--- src/rtl/ascon_ctrl.sv ---
// Sequencing FSM for the Ascon-128 one-round-per-cycle datapath.
// Walks init, AD, message, finalisation and tag phases; carries no data.
module ascon_ctrl #(
  parameter int ROUNDS_A = 12,
  parameter int ROUNDS_B = 6
) (
  input  logic       clk_i,
  input  logic       rst_ni,
  input  logic       start_i,
  input  logic       decrypt_i,
  input  logic       ad_empty_i,
  input  logic       abort_i,
  input  logic       ad_valid_i,
  input  logic       ad_last_i,
  output logic       ad_ready_o,
  input  logic       msg_valid_i,
  input  logic       msg_last_i,
  output logic       msg_ready_o,
  output logic       dp_load_init_o,
  output logic       dp_round_en_o,
  output logic [3:0] dp_rnd_o,
  output logic       dp_absorb_o,
  output logic       dp_decrypt_o,
  output logic       dp_key_lo_o,
  output logic       dp_key_hi_o,
  output logic       dp_dom_sep_o,
  output logic       tag_valid_o,
  input  logic       tag_ready_i,
  output logic       busy_o
);

  localparam logic [3:0] S_IDLE      = 4'd0;
  localparam logic [3:0] S_LOAD      = 4'd1;
  localparam logic [3:0] S_PERM      = 4'd2;
  localparam logic [3:0] S_POST_INIT = 4'd3;
  localparam logic [3:0] S_AD_WAIT   = 4'd4;
  localparam logic [3:0] S_DOM_SEP   = 4'd5;
  localparam logic [3:0] S_MSG_WAIT  = 4'd6;
  localparam logic [3:0] S_FIN_KEY   = 4'd7;
  localparam logic [3:0] S_TAG       = 4'd8;

  // Round index runs up to 11 so the constant table is shared by p^a and p^b.
  localparam logic [3:0] RA_START = 4'(12 - ROUNDS_A);
  localparam logic [3:0] RB_START = 4'(12 - ROUNDS_B);

  logic [3:0] state_q, state_d;
  logic [3:0] ret_q, ret_d;
  logic [3:0] idx_q, idx_d;
  logic       dec_q, dec_d;
  logic       ade_q, ade_d;

  always_comb begin
    state_d = state_q;
    ret_d   = ret_q;
    idx_d   = idx_q;
    dec_d   = dec_q;
    ade_d   = ade_q;
    case (state_q)
      S_IDLE: if (start_i) begin
        state_d = S_LOAD;
        dec_d   = decrypt_i;
        ade_d   = ad_empty_i;
      end
      S_LOAD: begin
        state_d = S_PERM;
        idx_d   = RA_START;
        ret_d   = S_POST_INIT;
      end
      S_PERM: begin
        if (idx_q == 4'd11) begin
          state_d = ret_q;
          idx_d   = 4'd0;
        end else begin
          idx_d = idx_q + 4'd1;
        end
      end
      S_POST_INIT: state_d = ade_q ? S_MSG_WAIT : S_AD_WAIT;
      S_AD_WAIT: if (ad_valid_i) begin
        state_d = S_PERM;
        idx_d   = RB_START;
        ret_d   = ad_last_i ? S_DOM_SEP : S_AD_WAIT;
      end
      S_DOM_SEP: state_d = S_MSG_WAIT;
      S_MSG_WAIT: if (msg_valid_i) begin
        if (msg_last_i) begin
          state_d = S_FIN_KEY;
        end else begin
          state_d = S_PERM;
          idx_d   = RB_START;
          ret_d   = S_MSG_WAIT;
        end
      end
      S_FIN_KEY: begin
        state_d = S_PERM;
        idx_d   = RA_START;
        ret_d   = S_TAG;
      end
      S_TAG: if (tag_ready_i) begin
        state_d = S_IDLE;
        dec_d   = 1'b0;
        ade_d   = 1'b0;
      end
      default: state_d = S_IDLE;
    endcase
    if (abort_i) begin
      state_d = S_IDLE;
      ret_d   = S_IDLE;
      idx_d   = 4'd0;
      dec_d   = 1'b0;
      ade_d   = 1'b0;
    end
  end

  always_ff @(posedge clk_i or negedge rst_ni) begin
    if (!rst_ni) begin
      state_q <= S_IDLE;
      ret_q   <= S_IDLE;
      idx_q   <= 4'd0;
      dec_q   <= 1'b0;
      ade_q   <= 1'b0;
    end else begin
      state_q <= state_d;
      ret_q   <= ret_d;
      idx_q   <= idx_d;
      dec_q   <= dec_d;
      ade_q   <= ade_d;
    end
  end

  // An aborting cycle must not disturb the datapath, so every strobe is gated.
  logic live;
  assign live = ~abort_i;

  assign ad_ready_o     = live & (state_q == S_AD_WAIT);
  assign msg_ready_o    = live & (state_q == S_MSG_WAIT);
  assign dp_load_init_o = live & (state_q == S_LOAD);
  assign dp_round_en_o  = live & (state_q == S_PERM);
  assign dp_rnd_o       = dp_round_en_o ? idx_q : 4'd0;
  assign dp_absorb_o    = (ad_ready_o & ad_valid_i) | (msg_ready_o & msg_valid_i);
  assign dp_decrypt_o   = dec_q;
  assign dp_key_lo_o    = live & (state_q == S_POST_INIT);
  assign dp_key_hi_o    = live & (state_q == S_FIN_KEY);
  assign dp_dom_sep_o   = live & ((state_q == S_DOM_SEP) | ((state_q == S_POST_INIT) & ade_q));
  assign tag_valid_o    = live & (state_q == S_TAG);
  assign busy_o         = (state_q != S_IDLE);

endmodule

--- config.mk ---
export PLATFORM = sky130hd
export DESIGN_NAME = ascon_ctrl
export DESIGN_NICKNAME = d
export VERILOG_FILES = /design/src/rtl/ascon_ctrl.sv
export SDC_FILE = /design/constraint.sdc
export NUM_CORES = 1
export LEC_CHECK = 0
export ABC_AREA = 1
export CORE_AREA = 2 2 51 53
export CTS_BUF_LIST = sky130_fd_sc_hd__clkbuf_16
export DETAILED_ROUTE_END_ITERATION = 10
export DIE_AREA = 0 0 53 55
export PLACE_DENSITY_LB_ADDON = 0.08
export SYNTH_ARGS = -nofsm -noshare
export SYNTH_HDL_FRONTEND = slang
export SYNTH_SLANG_ARGS = --single-unit
export TNS_END_PERCENT = 10
--- constraint.sdc ---
create_clock -name clk_i -period 2.15 [get_ports clk_i]
set_clock_uncertainty 0.1 [all_clocks]
set_input_delay 0.645 -clock clk_i [delete_from_list [all_inputs] [get_ports clk_i]]
set_output_delay 0.645 -clock clk_i [all_outputs]
set_load 0.05 [all_outputs]
======== Word level (Yosys, flattened, before mapping) ========
Cells that the tools add are included.
storage, ports and cells
  flip-flop bits (word level) ............. 14
  bits of input ports ..................... 11
  output and inout bits ................... 15
  word-level logic and storage cells ...... 72
cells by class
  add/subtract/negate cells ............... 1
  equal/unequal tests ..................... 15
  multiplexer cells ....................... 27
  bitwise logic cells ..................... 14
  reductions and logical operators ........ 10
operators with widths
  kind                                                             count
  4-bit two-way mux                                                14
  4-bit case mux with 4 select lines                               2
  4-bit case mux with 8 select lines                               1
  3-bit inequality test, second input constant                     6
  4-bit by 3-bit == test with 1-bit output, second input constant  4
  1-bit bitwise AND                                                11
  5-bit nonzero test                                               2
  4-bit by 2-bit == test with 1-bit output, second input constant  2
  4-bit == test, second input constant                             2
  4-bit AND reduction                                              2
  1-bit two-way mux                                                6
  5-bit AND reduction                                              1
  4-bit by 1-bit adder with 4-bit output, second input constant    1
  4-bit by 1-bit == test with 1-bit output, second input constant  1
  4-bit zero test                                                  1
  1-bit case mux with 2 select lines                               2
  4-bit nonzero test                                               1
  3-bit two-way mux                                                1
  3-bit AND reduction                                              1
  3-bit nonzero test                                               1
  2-bit two-way mux                                                1
  1-bit OR                                                         2
  2-bit OR reduction                                               1
  1-bit inverter                                                   1

======== Depth between registers and ports, before layout ========
  depth in word-level cells ............... 4
  gate-level depth with buffers ........... 10
  depth with buffers taken out ............ 10

======== Worst setup path after synthesis ========
Ideal clock, no wire load.
  path type ............................... in2out
  start ................................... input port abort_i
  end ..................................... output port dp_key_lo_o
  arrival ................................. 2.085 ns
  required time ........................... 1.405 ns
  setup slack ............................. -0.680 ns
  cell stages on the path ................. 3
  buffers on the path ..................... 2
  path through ............................ buf_2 > buf_2 > nor3_1
between the ends
  longest elaborated chain between the ends .. 2
ends and longest elaborated chain
  element            line  RTL
  start, declared    12    input logic abort_i,
  1-bit inverter     132   assign live = ~abort_i;
  1-bit bitwise AND  141   assign dp_key_lo_o = live & (state_q == S_POST_INIT);
  end, declared      24    output logic dp_key_lo_o,
Every way passes these cells.

======== Worst setup path in the final report ========
  start ................................... register state_q[0]
  end ..................................... output port dp_dom_sep_o
between the ends
  longest elaborated chain between the ends .. 4
  elaborated cells between the ends (all ways) .. 5
ends and longest elaborated chain
  element                                   line  RTL
  start, declared                           46    logic [3:0] state_q, state_d;
  start signal, assigned                    122   state_q <= state_d;
  4-bit by 2-bit == test with 1-bit output  143   assign dp_dom_sep_o = live & ((state_q == S_DOM_SEP) | ((state_q == S_POST_INIT) & ade_q));
  1-bit bitwise AND                         143
  1-bit OR *                                143
  1-bit bitwise AND *                       143
  end, declared                             26    output logic dp_dom_sep_o,
Mark *: on every way between the ends. The rest lies on a longest branch, timed or not.

==> results.yml <==
outcome:
  status: "finished with violations"
  violations: "negative setup slack"
worst_setup_path:
  startpoint_type: "flip-flop"
  crit_required_ns: 1.40
  crit_arrival_ns: 1.49
  timing.rr.end: "state_q[1]"
  path_max_fanout: 6
  rr_worst_depth: 10
  rrSetupSlack_ns: 0.58
  end_kind: "primary output"
  r2r_start: "state_q[0]"
  critPathKind: "flip-flop to primary output"
sta:
  rsz0062_at_grt: "true"
  fin_crit_ns: 2.23
  setup_ws_ns: -0.0809
  finalCritPeriodShare_pct: 104
  tns_ns: -0.437
  max_freq_ghz: 0.448
  final_hold_viol_count: 0
  setup_violations: 8
  maxSlewViolCount: 0
  slew_headroom_pct: 57.9
  tightest_slew_ns: 0.630
grt:
  grt_pass1_wl_um: 5200
  grt_start_max_net_pins: 15
  grt_usage_pct: 24.7
  grt-ovfl-total: 0
  grt_pass1_vias: 1206
  grt_antenna_before_repair: 0
power:
  ir_drop_mv: 0.963
  intPower_mw: 1.05
  switching_power_mw: 0.870
  swShare_pct: 45.3
  seqPwrFrac_pct: 21.5
  power.total_mw: 1.92
  power_density_nw_per_um2: 1020
  pwr-share-comb_pct: 60.8
  p_leak_nw: 0.914
  pwr-share-clk_pct: 17.8
clock_tree:
  cts_tree: "built"
  ctsLongestPathBuffers: 2
  clockRootBuffer: "clkbuf_16"
  cts.clk_slew.worst_paths_ns: 0.04
  cts_buffers: 3
  htree_levels: 1
  clock_sinks: 14
  clk_latency_ns: 0.24
  cts_hold_buffers: 0
floorplanning:
  die_width_um: 53
  die_y_um: 55
  std_cell_rows: 18
  die_area_um2: 2920
  core_area_um2: 2360
  start_util_pct: 46.7
  boundaryPins: 26
drt:
  ant_nets: 0
  wl_per_cell_um: 13.5
  viasPerCell: 5.10
  drt-initial-drc-count: 38
  dr.pass1.iters: 5
  drc: 0
  dr_total_vias: 1275
  wl_um: 3370
synthesis:
  netlist_instances: 172
  synth_fp_nets: 184
  synth_warnings: 0
  syn_area_per_cell_um2: 6.42
  seq_area_frac_synth_pct: 31.7
  syn_area_um2: 1100
  yosysUniqueCellTypes: 22
  ys_ff_latch: 14
placed_design:
  place.gp.congestion: 0.902
  hpwl_um: 2400
  placed_cells: 239
  portBuffers: 25
cells_and_area:
  area_delta_synth_final_pct: 69.6
  final_net_count: 234
  fin_cells: 250
  fillers: 172
  diodes: 0
  drive_gt1_share_pct: 43.2
worst_hold_path:
  holdPathStages: 2
  min_to: "ret_q[2]"
  hp-start: "ret_q[2]"
  hp-class: "flip-flop to flip-flop"
run:
  drv_cap: 0
## layout by cell type (no fill, tap or decap), types with 6 or more instances in the layout
cell type	synthesis	final
nor2_4	3	9
nand2_4	2	6
buf_12	0	11
dfrtp_1	14	12
nor2_1	33	23
nor2_2	4	8
inv_1	16	11
nand2_1	53	47
buf_4	0	21
nand3_1	13	13
clkdlybuf4s50_1	0	7
inv_2	6	9
nand2_2	10	12
## worst max path at each step
stage,from,to,slack (ns)
2_1_floorplan,abort_i,dp_rnd_o[0],-0.25
3_3_place_gp,abort_i,dp_absorb_o,-0.41
3_5_place_dp,abort_i,dp_absorb_o,-0.43
4_1_cts,state_q[0],dp_absorb_o,-0.06
5_1_grt,state_q[0],dp_dom_sep_o,-0.18
6_report,state_q[0],dp_dom_sep_o,-0.08
## metrics by stage
| stage | hold WS [ns] | cell area (um2) | utilization [%] | worst slack, ns |
|---|---|---|---|---|
| 3_5_place_dp | 0.368 | 1650 | 69.9 | -0.434 |
| 4_1_cts | 0.377 | 1830 | 77.4 | -0.0612 |
| 6_report | 0.375 | 1870 | 79.2 | -0.0809 |
| 2_1_floorplan | 0.249 | 1170 | - | -0.253 |
| 5_1_grt | 0.400 | 1870 | 79.2 | -0.182 |
| 3_3_place_gp | 0.360 | 1650 | 69.9 | -0.406 |
## power by group through the flow
| stage | sequential (mW) | clock [mW] | combinational (mW) |
|---|---|---|---|
| 6_report | 0.412 | 0.341 | 1.17 |
| 4_1_cts | 0.408 | 0.343 | 1.11 |
| 3_5_place_dp | 0.408 | 0 | 0.972 |
| 5_1_grt | 0.418 | 0.358 | 1.27 |
| 2_1_floorplan | 0.415 | 0 | 0.618 |
| 3_3_place_gp | 0.404 | 0 | 0.963 |
## state kept, by name, summed over array words and instances, names as in the netlist
register,flops
ade_q,1
idx_q,4
state_q,4
ret_q,4
dp_decrypt_o,1
## worst max-delay path, stage by stage (launching register included)
cell and delay [ns]:
dfrtp_2 0.44, buf_4 0.14, nand2_2 0.09, nor2_2 0.18, nand2_2 0.09, a21oi_4 0.15
buf_12 0.15
## Yosys cell counts
cell type	n	area share [%]
nand2_2	10	5.7
nand2_4	2	2.0
a21oi_1	2	0.91
buf_2	2	0.91
a22o_1	1	0.79
nand3_1	13	5.9
nor2_8	1	1.8
ha_1	1	1.1
dfrtp_1	14	32
nand3_4	1	1.6
nor2_4	3	3.1
inv_1	16	5.4
nor2_1	33	11
nor2_2	4	2.3
o21ai_0	4	1.8
nand3b_1	1	0.68
o21ai_2	1	0.79
xor2_1	1	0.79
nor3_1	2	0.91
o21ai_1	1	0.45
inv_2	6	2.0
nand2_1	53	18
## final cells by class
class / count / area (um2) / area share (%)
Clock buffer: 3 / 75.1 / 4.01
Tap cell: 30 / 37.5 / 2.01
Multi-Input combinational cell: 134 / 782 / 41.8
Timing Repair Buffer: 47 / 534 / 28.5
Inverter: 22 / 90.1 / 4.81
Sequential cell: 14 / 353 / 18.9
## repair_timing
action,CTS,global route
endpoints found under the hold margin,0,0
buffers inserted,6,2
pin swaps,9,4
endpoints found under the setup margin,13,13
gates resized for setup,27,7
## metal layers
layer | up-vias | routed length [um] | GRT usage (%)
met5 | - | 0 | 0
met4 | 0 | 40 | 6.84
met3 | 8 | 181 | 3.76
met2 | 40 | 1700 | 43.8
met1 | 604 | 1450 | 31.3
li1 | 623 | - | -
## cell families (layout without fill, tap and decap cells)
logic type	after synthesis	count (layout)	share of synthesized area, %
XOR/XNOR	1	1	0.794
flip-flops	14	14	31.7
buffers and inverters	24	72	8.39
AO/OA/AOI/OAI	9	9	4.76
adder cells (fa/ha/maj)	1	1	1.13
AND/OR/NAND/NOR	123	123	53.2
No activity file was read; power rests on OpenSTA's default activity.
